**src/rtl/arbitro_memoria_dados.sv**
```systemverilog
// ============================================================================
// Module  : arbitro_memoria_dados
// Purpose : Two-port round-robin arbiter/sequencer for a single-port data memory.
// Revision: 1.0 - initial release
// ============================================================================
`default_nettype none

module arbitro_memoria_dados #(
    parameter int LARGURA_END     = 8,
    parameter int LARGURA_DADO    = 8,
    parameter int PRIORIDADE_FIXA = 0
) (
    input  logic                    Clock,
    input  logic                    Reset,
    input  logic                    ReqA,
    input  logic                    EscA,
    input  logic [LARGURA_END-1:0]  EndA,
    input  logic [LARGURA_DADO-1:0] DadoA,
    output logic                    AckA,
    input  logic                    ReqB,
    input  logic                    EscB,
    input  logic [LARGURA_END-1:0]  EndB,
    input  logic [LARGURA_DADO-1:0] DadoB,
    output logic                    AckB,
    output logic [LARGURA_DADO-1:0] DadoSaida,
    output logic                    Ocupado,
    output logic                    EscMem,
    output logic                    LerMem,
    output logic [LARGURA_END-1:0]  Endereco,
    output logic [LARGURA_DADO-1:0] DadoEscritoMem,
    input  logic [LARGURA_DADO-1:0] DadoLido
);

    typedef enum logic [1:0] {
        OCIOSO   = 2'd0,
        ACESSO   = 2'd1,
        RESPOSTA = 2'd2
    } estado_t;

    estado_t                 estado, prox_estado;
    logic                    ultimo_b, prox_ultimo_b;
    logic                    vencedor_b, prox_vencedor_b;
    logic                    prox_ack_a, prox_ack_b;
    logic                    prox_esc_mem, prox_ler_mem;
    logic                    prox_ocupado;
    logic [LARGURA_END-1:0]  prox_endereco;
    logic [LARGURA_DADO-1:0] prox_dado_escrito;
    logic [LARGURA_DADO-1:0] prox_dado_saida;
    logic                    escolhe_b;
    logic                    esc_vencedor;

    // B wins when it is alone, or on a tie when round-robin says it is B's turn.
    assign escolhe_b    = ReqB && (!ReqA || ((PRIORIDADE_FIXA == 0) && !ultimo_b));
    assign esc_vencedor = escolhe_b ? EscB : EscA;

    always_ff @(posedge Clock or posedge Reset) begin
        if (Reset) begin
            estado         <= OCIOSO;
            ultimo_b       <= 1'b1;
            vencedor_b     <= 1'b0;
            AckA           <= 1'b0;
            AckB           <= 1'b0;
            EscMem         <= 1'b0;
            LerMem         <= 1'b0;
            Ocupado        <= 1'b0;
            Endereco       <= '0;
            DadoEscritoMem <= '0;
            DadoSaida      <= '0;
        end else begin
            estado         <= prox_estado;
            ultimo_b       <= prox_ultimo_b;
            vencedor_b     <= prox_vencedor_b;
            AckA           <= prox_ack_a;
            AckB           <= prox_ack_b;
            EscMem         <= prox_esc_mem;
            LerMem         <= prox_ler_mem;
            Ocupado        <= prox_ocupado;
            Endereco       <= prox_endereco;
            DadoEscritoMem <= prox_dado_escrito;
            DadoSaida      <= prox_dado_saida;
        end
    end

    always_comb begin
        prox_estado       = estado;
        prox_ultimo_b     = ultimo_b;
        prox_vencedor_b   = vencedor_b;
        prox_ack_a        = 1'b0;
        prox_ack_b        = 1'b0;
        prox_esc_mem      = 1'b0;
        prox_ler_mem      = 1'b0;
        prox_endereco     = Endereco;
        prox_dado_escrito = DadoEscritoMem;
        prox_dado_saida   = DadoSaida;

        case (estado)
            OCIOSO: begin
                if (ReqA || ReqB) begin
                    prox_vencedor_b   = escolhe_b;
                    prox_endereco     = escolhe_b ? EndB : EndA;
                    prox_dado_escrito = escolhe_b ? DadoB : DadoA;
                    prox_esc_mem      = esc_vencedor;
                    prox_ler_mem      = !esc_vencedor;
                    prox_estado       = ACESSO;
                end
            end
            ACESSO: begin
                // Memory drove DadoLido at the mid-cycle negedge.
                if (LerMem) begin
                    prox_dado_saida = DadoLido;
                end
                prox_ack_a    = !vencedor_b;
                prox_ack_b    = vencedor_b;
                prox_ultimo_b = vencedor_b;
                prox_estado   = RESPOSTA;
            end
            RESPOSTA: begin
                prox_estado = OCIOSO;
            end
            default: begin
                prox_estado = OCIOSO;
            end
        endcase

        prox_ocupado = (prox_estado != OCIOSO);
    end

endmodule

`default_nettype wire

```
**config.mk**
```make
export PLATFORM = sky130hd
export DESIGN_NAME = arbitro_memoria_dados
export DESIGN_NICKNAME = d
export VERILOG_FILES = /design/src/rtl/arbitro_memoria_dados.sv
export SDC_FILE = /design/constraint.sdc
export NUM_CORES = 1
export LEC_CHECK = 0
export ABC_AREA = 1
export BUFFER_PORTS_ARGS = -buffer_cell sky130_fd_sc_hd__buf_2
export CAP_MARGIN = 20
export CORE_UTILIZATION = 46
export DETAILED_ROUTE_END_ITERATION = 7
export MAX_ROUTING_LAYER = met4
export PLACE_DENSITY = 0.79
export SYNTH_ARGS = -nofsm -noshare
export SYNTH_HDL_FRONTEND = slang
export SYNTH_SLANG_ARGS = --single-unit
```
**constraint.sdc**
```tcl
create_clock -name Clock -period 1.6 [get_ports Clock]
set_clock_uncertainty 0.15 [all_clocks]
set_input_delay 0.4 -clock Clock [delete_from_list [all_inputs] [get_ports Clock]]
set_output_delay 0.4 -clock Clock [all_outputs]
set_load 0.05 [all_outputs]
```
==> results of run 1 <==
[registers in the layout (all words and copies together) (netlist names)]
signal and flops:
ultimo_b 1, vencedor_b 1, EscMem 1, DadoSaida 8, DadoEscritoMem 8, estado 2, AckA 1, LerMem 1
Endereco 8, Ocupado 1, AckB 1
[cell usage in the layout (no fill, tap or decap)]
master | netlist | routed
a21oi_1 | 1 | 1
buf_12 | 1 | 1
buf_2 | 3 | 74
buf_4 | 1 | 6
clkbuf_1 | 1 | 2
clkbuf_4 | 0 | 5
clkbuf_8 | 0 | 1
dfrtp_1 | 32 | 32
dfstp_2 | 1 | 1
dlygate4sd3_1 | 0 | 1
inv_1 | 39 | 39
inv_2 | 1 | 1
nand2_1 | 70 | 70
nand2_2 | 1 | 1
nand2_4 | 1 | 1
nand3_1 | 37 | 37
nand3_2 | 3 | 3
nand3b_1 | 1 | 1
nor2_1 | 6 | 6
nor2_4 | 2 | 2
o21ai_0 | 1 | 1
[metal layers]
layer  global-route usage (%)  up-vias  wire, um
met3                     5.67        7       236
li1                         -      777         -
met2                     37.6       61      1690
met4                     8.44        0        61
met1                     22.6      678      1410
met5                        -        -         0
[per-stage QoR]
| stage | utilization (%) | worst slack, ns | area (sq um) |
|---|---|---|---|
| global route | 62.4 | 0.0282 | 2100 |
| floorplan | - | 0.113 | 1620 |
| CTS | 62.4 | 0.0641 | 2100 |
| global placement | 60.3 | 0.201 | 2030 |
| finish | 62.4 | 0.0669 | 2100 |
| detailed placement | 60.3 | 0.146 | 2030 |
[cells in the mapped netlist]
| master | count | area, sq um |
|---|---|---|
| nor2_1 | 6 | 22.5 |
| nand2_2 | 1 | 6.26 |
| dfrtp_1 | 32 | 801 |
| o21ai_0 | 1 | 5.00 |
| clkbuf_1 | 1 | 3.75 |
| buf_4 | 1 | 7.51 |
| a21oi_1 | 1 | 5.00 |
| inv_2 | 1 | 3.75 |
| nand3b_1 | 1 | 7.51 |
| nand3_2 | 3 | 30.0 |
| dfstp_2 | 1 | 26.3 |
| inv_1 | 39 | 146 |
| buf_2 | 3 | 15.0 |
| buf_12 | 1 | 20.0 |
| nand2_1 | 70 | 263 |
| nand2_4 | 1 | 11.3 |
| nand3_1 | 37 | 185 |
| buf_6 | 3 | 33.8 |
| nor2_4 | 2 | 22.5 |
[timing repair]
| action | CTS | global route |
|---|---|---|
| endpoints found under the hold margin | 8 | 0 |
| hold buffers | 1 | 0 |
| resized for setup | 0 | 0 |
[how the worst min path moves through the flow]
stage / from / endpoint / cells after the start
after floorplan: vencedor_b / AckA / 1
after global placement: Reset / EscMem / 2
after detailed placement: Reset / EscMem / 2
after CTS: DadoLido[4] / DadoSaida[4] / 3
after global routing: DadoLido[5] / DadoSaida[5] / 3
final: DadoLido[4] / DadoSaida[4] / 3
[logic make-up (layout without fill, tap and decap cells)]
| group | after synthesis | count (layout) | synth area share, % |
|---|---|---|---|
| simple gates | 121 | 121 | 33.9 |
| buf+inv | 49 | 130 | 14.3 |
| flops | 33 | 33 | 51.2 |
| compound gates | 2 | 2 | 0.619 |
[power by group]
group,total (mW),leakage [nW],switching (mW),internal [mW]
Combinational,2.61,0.872,2.01,0.602
Sequential,1.44,0.403,0.197,1.25
Clock,0.468,0.0326,0.251,0.217
Total,4.52,1.31,2.46,2.06
[cell type report]
cell class                 count  area [sq um]
clock buffer                   8          58.8
inverter                      40           150
fill                         336          1270
timing repair buffer          82           445
multi-input combinational    123           558
tap                           46          57.6
sequential                    33           827
==> qor.csv, run 1 <==
metric;value;unit
power;4.52;mW
route.detailed.wl_per_inst;10.2;um
status;complete, no violations;
synth.avg_cell_area;7.88;sq um
r2r_start;ultimo_b;
syn-num-nets;251;
finalHoldViolCount;0;
die_x;61.3;um
ff2ff_setup_slack;0.17;ns
slew_headroom;75.0;%
die_area;3750;sq um
gr-total-overflow;0;
timing.final.crit_share;95.8;%
setup-tns-final;0;ns
worstReg2RegEnd;EscMem;
clk_latency;0.32;ns
end_kind;primary output;
ir_drop;0.905;mV
critPathLaunchType;flop;
via_per_inst;4.59;
worst_pin_slew;0.375;ns
drt_iter0_drc;34;
clkSinkCount;33;
rsz0062_at_grt;false;
cp.depth;1;
root_buffer;clkbuf_4;
cp_top_family;flip-flops;
grt_pass1_vias;1371;
wl;3390;um
drive_gt1_share;33.6;%
first_pass_iters;4;
cts_max_path_buffers;2;
cts_inserted_buffers;5;
max_freq;652;MHz
antenna_found_initial;0;
grtUsageTotal;21.3;%
startpoint;DadoEscritoMem[4];
start_util;48.0;%
post-place-cells;323;
rows;21;
worstRegToRegCells;5;
worst-path-buf-inv;1;
synth_cells;205;
core_area;3360;sq um
instances_no_fill;332;
cp-endpoint;DadoEscritoMem[4];
vias;1523;
worstSetupPathType;flop to primary output;
seq_area_frac_synth;51.2;%
gp_congestion;0.752;
route.detailed.drc;0;
pin_count;75;
critPathSlowestCell;dfrtp_1;
worstPathCellList;buf_2;
min_period;1.53;ns
crit_arrival;0.98;ns
ys_ff_latch;33;
p_leak;1.31;nW
nNetsFinal;331;
diodes;0;
port_buffers;74;
drv_slew;0;
critPathRequiredTime;1.05;ns
grt_max_degree;20;
h-tree-depth;2;
postRouteAntennaNets;0;
dieHeight;61.3;um
syn_area;1620;sq um
clk_pin_slew;0.09;ns
yosysWarnings;0;
setup-violations-final;0;
powerDensity;2160;nW/um^2
hpwl;2670;um
cpPeakStageDelay;0.39;ns
drv_cap;0;
cts_setup_buffers;0;
cts_tree;yes;
yosysUniqueCellTypes;19;
hold_class;input port to flop;
grt_pass1_wl;5580;um
syn_to_final_growth;29.8;%
holdWs;0.156;ns
critPathMaxFanout;2;
No activity file was read; power rests on OpenSTA's default activity.
==> inputs of run 2 (changes only) <==
Settings changed: CORE_ASPECT_RATIO set to 1.1, CORE_UTILIZATION 46 to 48, CTS_BUF_LIST set to sky130_fd_sc_hd__clkbuf_4 sky130_fd_sc_hd__clkbuf_8, PLACE_DENSITY 0.79 to 0.82.
==> run 2 against run 1 <==
Net effect:
- the run now ends with design-rule violations left
- global-route usage increased by 1.3 points
- sequential share of layout area increased by 0.24 points
- hold slack got worse by 0.0076 ns
- sequential power about the same
- core utilization increased by 4.3 points
- register-to-register slack got worse by 0.02 ns
- die area decreased by 4.0%
- flip-flop and latch count unchanged
- fmax increased by 0.77%
- clock power increased by 9.8%
- cell area decreased by 0.60%
- critical endpoint is now Endereco[3]
==> qor.csv, run 2 (synthesis results as in run 1) <==
metric;value;unit;change
setup-tns-final;0;ns;unchanged
worstPathCellList;buf_2;;
wl;3460;um;+1.9%
worstSetupPathType;flop to primary output;;
worst_pin_slew;0.482;ns;+0.107 ns
critPathMaxFanout;2;;unchanged
violations;design-rule violations;;
final_area;2080;sq um;-0.60%
vias;1507;;-1.1%
layout_commonest_cell;buf_2;;
grt_use_met2;37.5;%;-0.078 points
start_util;51.7;%;+3.6 points
gp_congestion;0.755;;+0.41%
grt_pass1_vias;1396;;+1.8%
status;finished, violations left;;
cts_inserted_buffers;5;;unchanged
drv_cap;0;;unchanged
cts_resized;0;;unchanged
rsz0062_at_grt;false;;
finalHoldViolCount;0;;unchanged
die_x;57.3;um;-6.4%
end_kind;primary output;;
setup-violations-final;0;;unchanged
clkSinkCount;33;;unchanged
clk_pin_slew;0.09;ns;about the same
clk_latency;0.32;ns;about the same
route.detailed.drc;9;;+9
cts_setup_buffers;0;;unchanged
cts_max_path_buffers;2;;unchanged
grt_pass1_wl;5960;um;+6.8%
nNetsFinal;330;;-0.30%
root_buffer;clkbuf_4;;
gr-total-overflow;0;;unchanged
grt.met1_usage;26.1;%;+3.4 points
antenna_found_initial;0;;unchanged
critPathRequiredTime;1.05;ns;about the same
postRouteAntennaNets;0;;unchanged
first_pass_iters;6;;+2
hpwl;2570;um;-3.9%
pin_count;75;;unchanged
use_met3;6.00;%;+0.33 points
grt-busiest-layer;met2;;
via_per_inst;4.72;;+3.0%
drv_slew;0;;unchanged
slew_headroom;67.8;%;-7.2 points
crit_arrival;0.97;ns;about the same
p_leak;1.31;nW;about the same
critPathSlowestCell;dfrtp_1;;
h-tree-depth;2;;unchanged
grtUsageTotal;22.6;%;+1.3 points
dpl-instance-area;2000;sq um;-1.5%
cp_top_family;flip-flops;;
fillers;277;;-18%
port_buffers;74;;unchanged
max_freq;657;MHz;+0.77%
grt_max_degree;34;;+70%
drive_gt1_share;34.0;%;+0.47 points
cts_tree;yes;;
rows;21;;unchanged
die_area;3600;sq um;-4.0%
drt_iter0_drc;34;;unchanged
critPathLaunchType;flop;;
mostFrequentLayoutCells;buf_2, nand2_1, inv_1;;
dieHeight;62.8;um;+2.6%
cpPeakStageDelay;0.38;ns;about the same
worst-path-buf-inv;1;;unchanged
route.detailed.wl_per_inst;10.8;um;+6.0%
ir_drop;1.05;mV;+17%
hold_class;input port to flop;;
top_regs;DadoEscritoMem: 8 flops, DadoSaida: 8 flops, Endereco: 8 flops;;
diodes;0;;unchanged
syn_to_final_growth;29.0;%;
core_area;3130;sq um;-7.0%
powerDensity;2190;nW/um^2;+1.6%
min_period;1.52;ns;-0.0117 ns
timing.final.crit_share;95.1;%;-0.73 points
-- run 2: path summary, 6_finish.rpt --
| check | start | to | slack, ns | cells past startpoint |
|---|---|---|---|---|
| max | Endereco[3] | Endereco[3] | 0.08 | 1 |
| min | DadoLido[1] | DadoSaida[1] | 0.15 | 3 |
| max reg2reg | estado[0] | Endereco[0] | 0.15 | 6 |
| min reg2reg | vencedor_b | AckA | 0.30 | 1 |
| max in group asynchronous | Reset | ultimo_b | 0.57 | 4 |
| min in group asynchronous | Reset | Ocupado | 0.49 | 4 |
-- run 2: power by group --
part           total [mW]  switching, mW  leakage [nW]  internal (mW)
Sequential           1.44          0.192         0.403           1.25
Clock               0.514          0.260        0.0413          0.254
Combinational        2.61           2.02         0.864          0.591
-- run 2: cell type report --
| type | count | area, sq um | area share [%] |
|---|---|---|---|
| Clock buffer | 7 | 65.1 | 3.12 |
| Multi-Input combinational cell | 124 | 564 | 27.1 |
| Timing Repair Buffer | 80 | 430 | 20.6 |
| Inverter | 40 | 150 | 7.20 |
| Clock inverter | 1 | 5.00 | 0.240 |
| Tap cell | 34 | 42.5 | 2.04 |
| Sequential cell | 33 | 827 | 39.7 |
-- run 2: metal layers --
metal | vias to the layer above | wire length [um]
li1 | 774 | -
met1 | 679 | 1410
met2 | 50 | 1790
met3 | 4 | 207
met4 | 0 | 45
met5 | - | 0
-- run 2: per-stage QoR --
step | power (mW) | instances | hold slack, ns | worst slack (ns) | util [%]
3_3_place_gp | 4.02 | 309 | 0.273 | -0.0591 | 63.9
5_1_grt | 4.87 | 319 | 0.146 | 0.0117 | 66.7
2_1_floorplan | 3.53 | 205 | 0.264 | 0.113 | -
6_report | 4.56 | 319 | 0.149 | 0.0787 | 66.7
3_5_place_dp | 4.06 | 309 | 0.284 | -0.112 | 63.9
4_1_cts | 4.61 | 319 | 0.134 | 0.0639 | 66.7
-- run 2: repair_timing --
| item | CTS | global route |
|---|---|---|
| hold buffers | 1 | 0 |
| gates cloned | 1 | 0 |
| pin swaps | 1 | 1 |
| endpoints found under the setup margin | 10 | 3 |
| hold endpoints to repair | 32 | 0 |
==> inputs of run 3 (changes only) <==
Settings changed: BUFFER_PORTS_ARGS -buffer_cell sky130_fd_sc_hd__buf_2 to -buffer_cell sky130_fd_sc_hd__buf_4, SETUP_SLACK_MARGIN set to 0.2.
==> run 3 against run 2 <==
Net effect:
- the flow still finishes with violations (design-rule violations)
- core utilization increased by 14 points
- non-clock buffer count rose by 16
- worst setup slack improved by 0.070 ns
- clock power shrank 14%
- largest cell class is now non-clock buffers
- highest routed layer unchanged
==> qor.csv, run 3 (synthesis results as in run 1) <==
metric;value;unit;change
power;5.42;mW;+19%
fillers;207;;-25%
gp_congestion;0.760;;+0.66%
pin_count;75;;unchanged
vias;1635;;+8.5%
slew_headroom;74.9;%;+7.1 points
dp_worst_setup_slack;-0.0924;ns;+0.0199 ns
via_per_inst;4.88;;+3.3%
worst_pin_slew;0.375;ns;-0.107 ns
mostFrequentLayoutCells;nand2_1, buf_4, inv_1;;
nNetsFinal;346;;+4.8%
drive_gt1_share;38.2;%;+4.2 points
die_area;3600;sq um;unchanged
p_leak;1.48;nW;+13%
cp_top_family;flip-flops;;
layout_commonest_cell;nand2_1;;
cts_inserted_buffers;5;;unchanged
grt_max_degree;20;;-41%
violations;design-rule violations;;
grt_pass1_vias;1586;;+14%
grtUsageTotal;26.1;%;+3.5 points
grt_pass1_wl;6940;um;+16%
cpPeakStageDelay;0.42;ns;+0.04 ns
first_pass_iters;6;;unchanged
ff2ff_setup_slack;0.26;ns;+0.11 ns
end_kind;primary output;;
grt.met1_usage;30.6;%;+4.5 points
h-tree-depth;2;;unchanged
min_period;1.45;ns;-0.0701 ns
holdWs;0.156;ns;+0.00736 ns
root_buffer;clkbuf_4;;
worstSetupPathType;flop to primary output;;
instances_no_fill;335;;+5.0%
antenna_found_initial;0;;unchanged
clk_pin_slew;0.10;ns;about the same
cts_max_path_buffers;2;;unchanged
setup-tns-final;0;ns;unchanged
rsz0062_at_grt;true;;
worst-path-buf-inv;1;;unchanged
port_buffers;74;;unchanged
dieHeight;62.8;um;unchanged
core_area;3130;sq um;unchanged
ir_drop;1.10;mV;+4.6%
crit_arrival;0.90;ns;-0.07 ns
ff_latch_area;828;sq um;+0.15%
final_area;2510;sq um;+20%
finalHoldViolCount;0;;unchanged
die_x;57.3;um;unchanged
diodes;0;;unchanged
postRouteAntennaNets;0;;unchanged
use_met3;4.14;%;-1.9 points
hold_class;input port to flop;;
grt_use_met2;44.4;%;+6.9 points
rows;21;;unchanged
critPathMaxFanout;2;;unchanged
dpl-instance-area;2180;sq um;+9.3%
wl;4250;um;+23%
max_freq;689;MHz;+4.8%
timing.final.crit_share;90.7;%;-4.4 points
worstPathCellList;buf_6;;
post-place-cells;309;;unchanged
critPathLaunchType;flop;;
status;finished, violations left;;
route.detailed.wl_per_inst;12.7;um;+17%
drv_slew;0;;unchanged
route.detailed.drc;10;;+1
critPathSlowestCell;dfrtp_1;;
drv_cap;0;;unchanged
start_util;51.7;%;unchanged
grt-busiest-layer;met2;;
top_regs;DadoEscritoMem: 8 flops, DadoSaida: 8 flops, Endereco: 8 flops;;
syn_to_final_growth;55.3;%;
multi_input_comb_area;586;sq um;+3.8%
gr-total-overflow;0;;unchanged
critPathRequiredTime;1.05;ns;about the same
setup_slack;0.149;ns;+0.0701 ns
clk_latency;0.32;ns;about the same
cts_tree;yes;;
setup-violations-final;0;;unchanged
powerDensity;2160;nW/um^2;-1.4%
hpwl;2760;um;+7.5%
fin_util;80.2;%;+14 points
drt_iter0_drc;35;;+2.9%
clkSinkCount;33;;unchanged
run 3: cell types whose count changed in the layout (fill, tap and decap cells not counted), moves of 2 or more:
cell	previous run	this run
buf_2	74	0
clkbuf_8	2	0
buf_4	4	65
buf_6	0	29
run 3: layout make-up:
class,instances,share of cell area (%)
inverter,40,6.08
clock buffer,6,1.80
timing repair buffer,96,33.7
clock inverter,2,0.399
tap,34,1.70
multi-input combinational,124,23.3
sequential,33,33.0
run 3: worst reg2reg max path: stages, from the launching register on:
cell	delay, ns
dfstp_2	0.57
nand2_4	0.12
buf_4	0.21
nand3_1	0.08
nand3_1	0.08
nand2_1	0.07
run 3: report_power, final:
| part | switching (mW) | internal [mW] |
|---|---|---|
| Combinational | 2.16 | 1.28 |
| Sequential | 0.283 | 1.25 |
| Clock | 0.257 | 0.184 |
run 3: what timing repair did:
item / 4_1_cts / 5_1_grt
setup endpoints to repair: 48 / 43
hold buffers: 1 / 0
buffers inserted: 7 / 9
gates resized for setup: 32 / 3
cloned: 1 / 0
pin swaps: 1 / 1
hold endpoints to repair: 7 / 0
run 3: final timing paths:
| path | cells past startpoint | to | start |
|---|---|---|---|
| max reg2reg | 5 | Endereco[3] | ultimo_b |
| min reg2reg | 1 | AckA | vencedor_b |
| max | 1 | Endereco[5] | Endereco[5] |
| max in group asynchronous | 4 | ultimo_b | Reset |
| min in group asynchronous | 3 | Endereco[5] | Reset |
| min | 3 | DadoSaida[7] | DadoLido[7] |
run 3: routing by layer:
layer | part of all wire, % | routed length (um) | vias up
met3 | 5.2 | 221 | 7
li1 | - | - | 810
met1 | 38 | 1630 | 758
met4 | 1.5 | 63 | 0
met2 | 55 | 2330 | 60
met5 | 0 | 0 | -
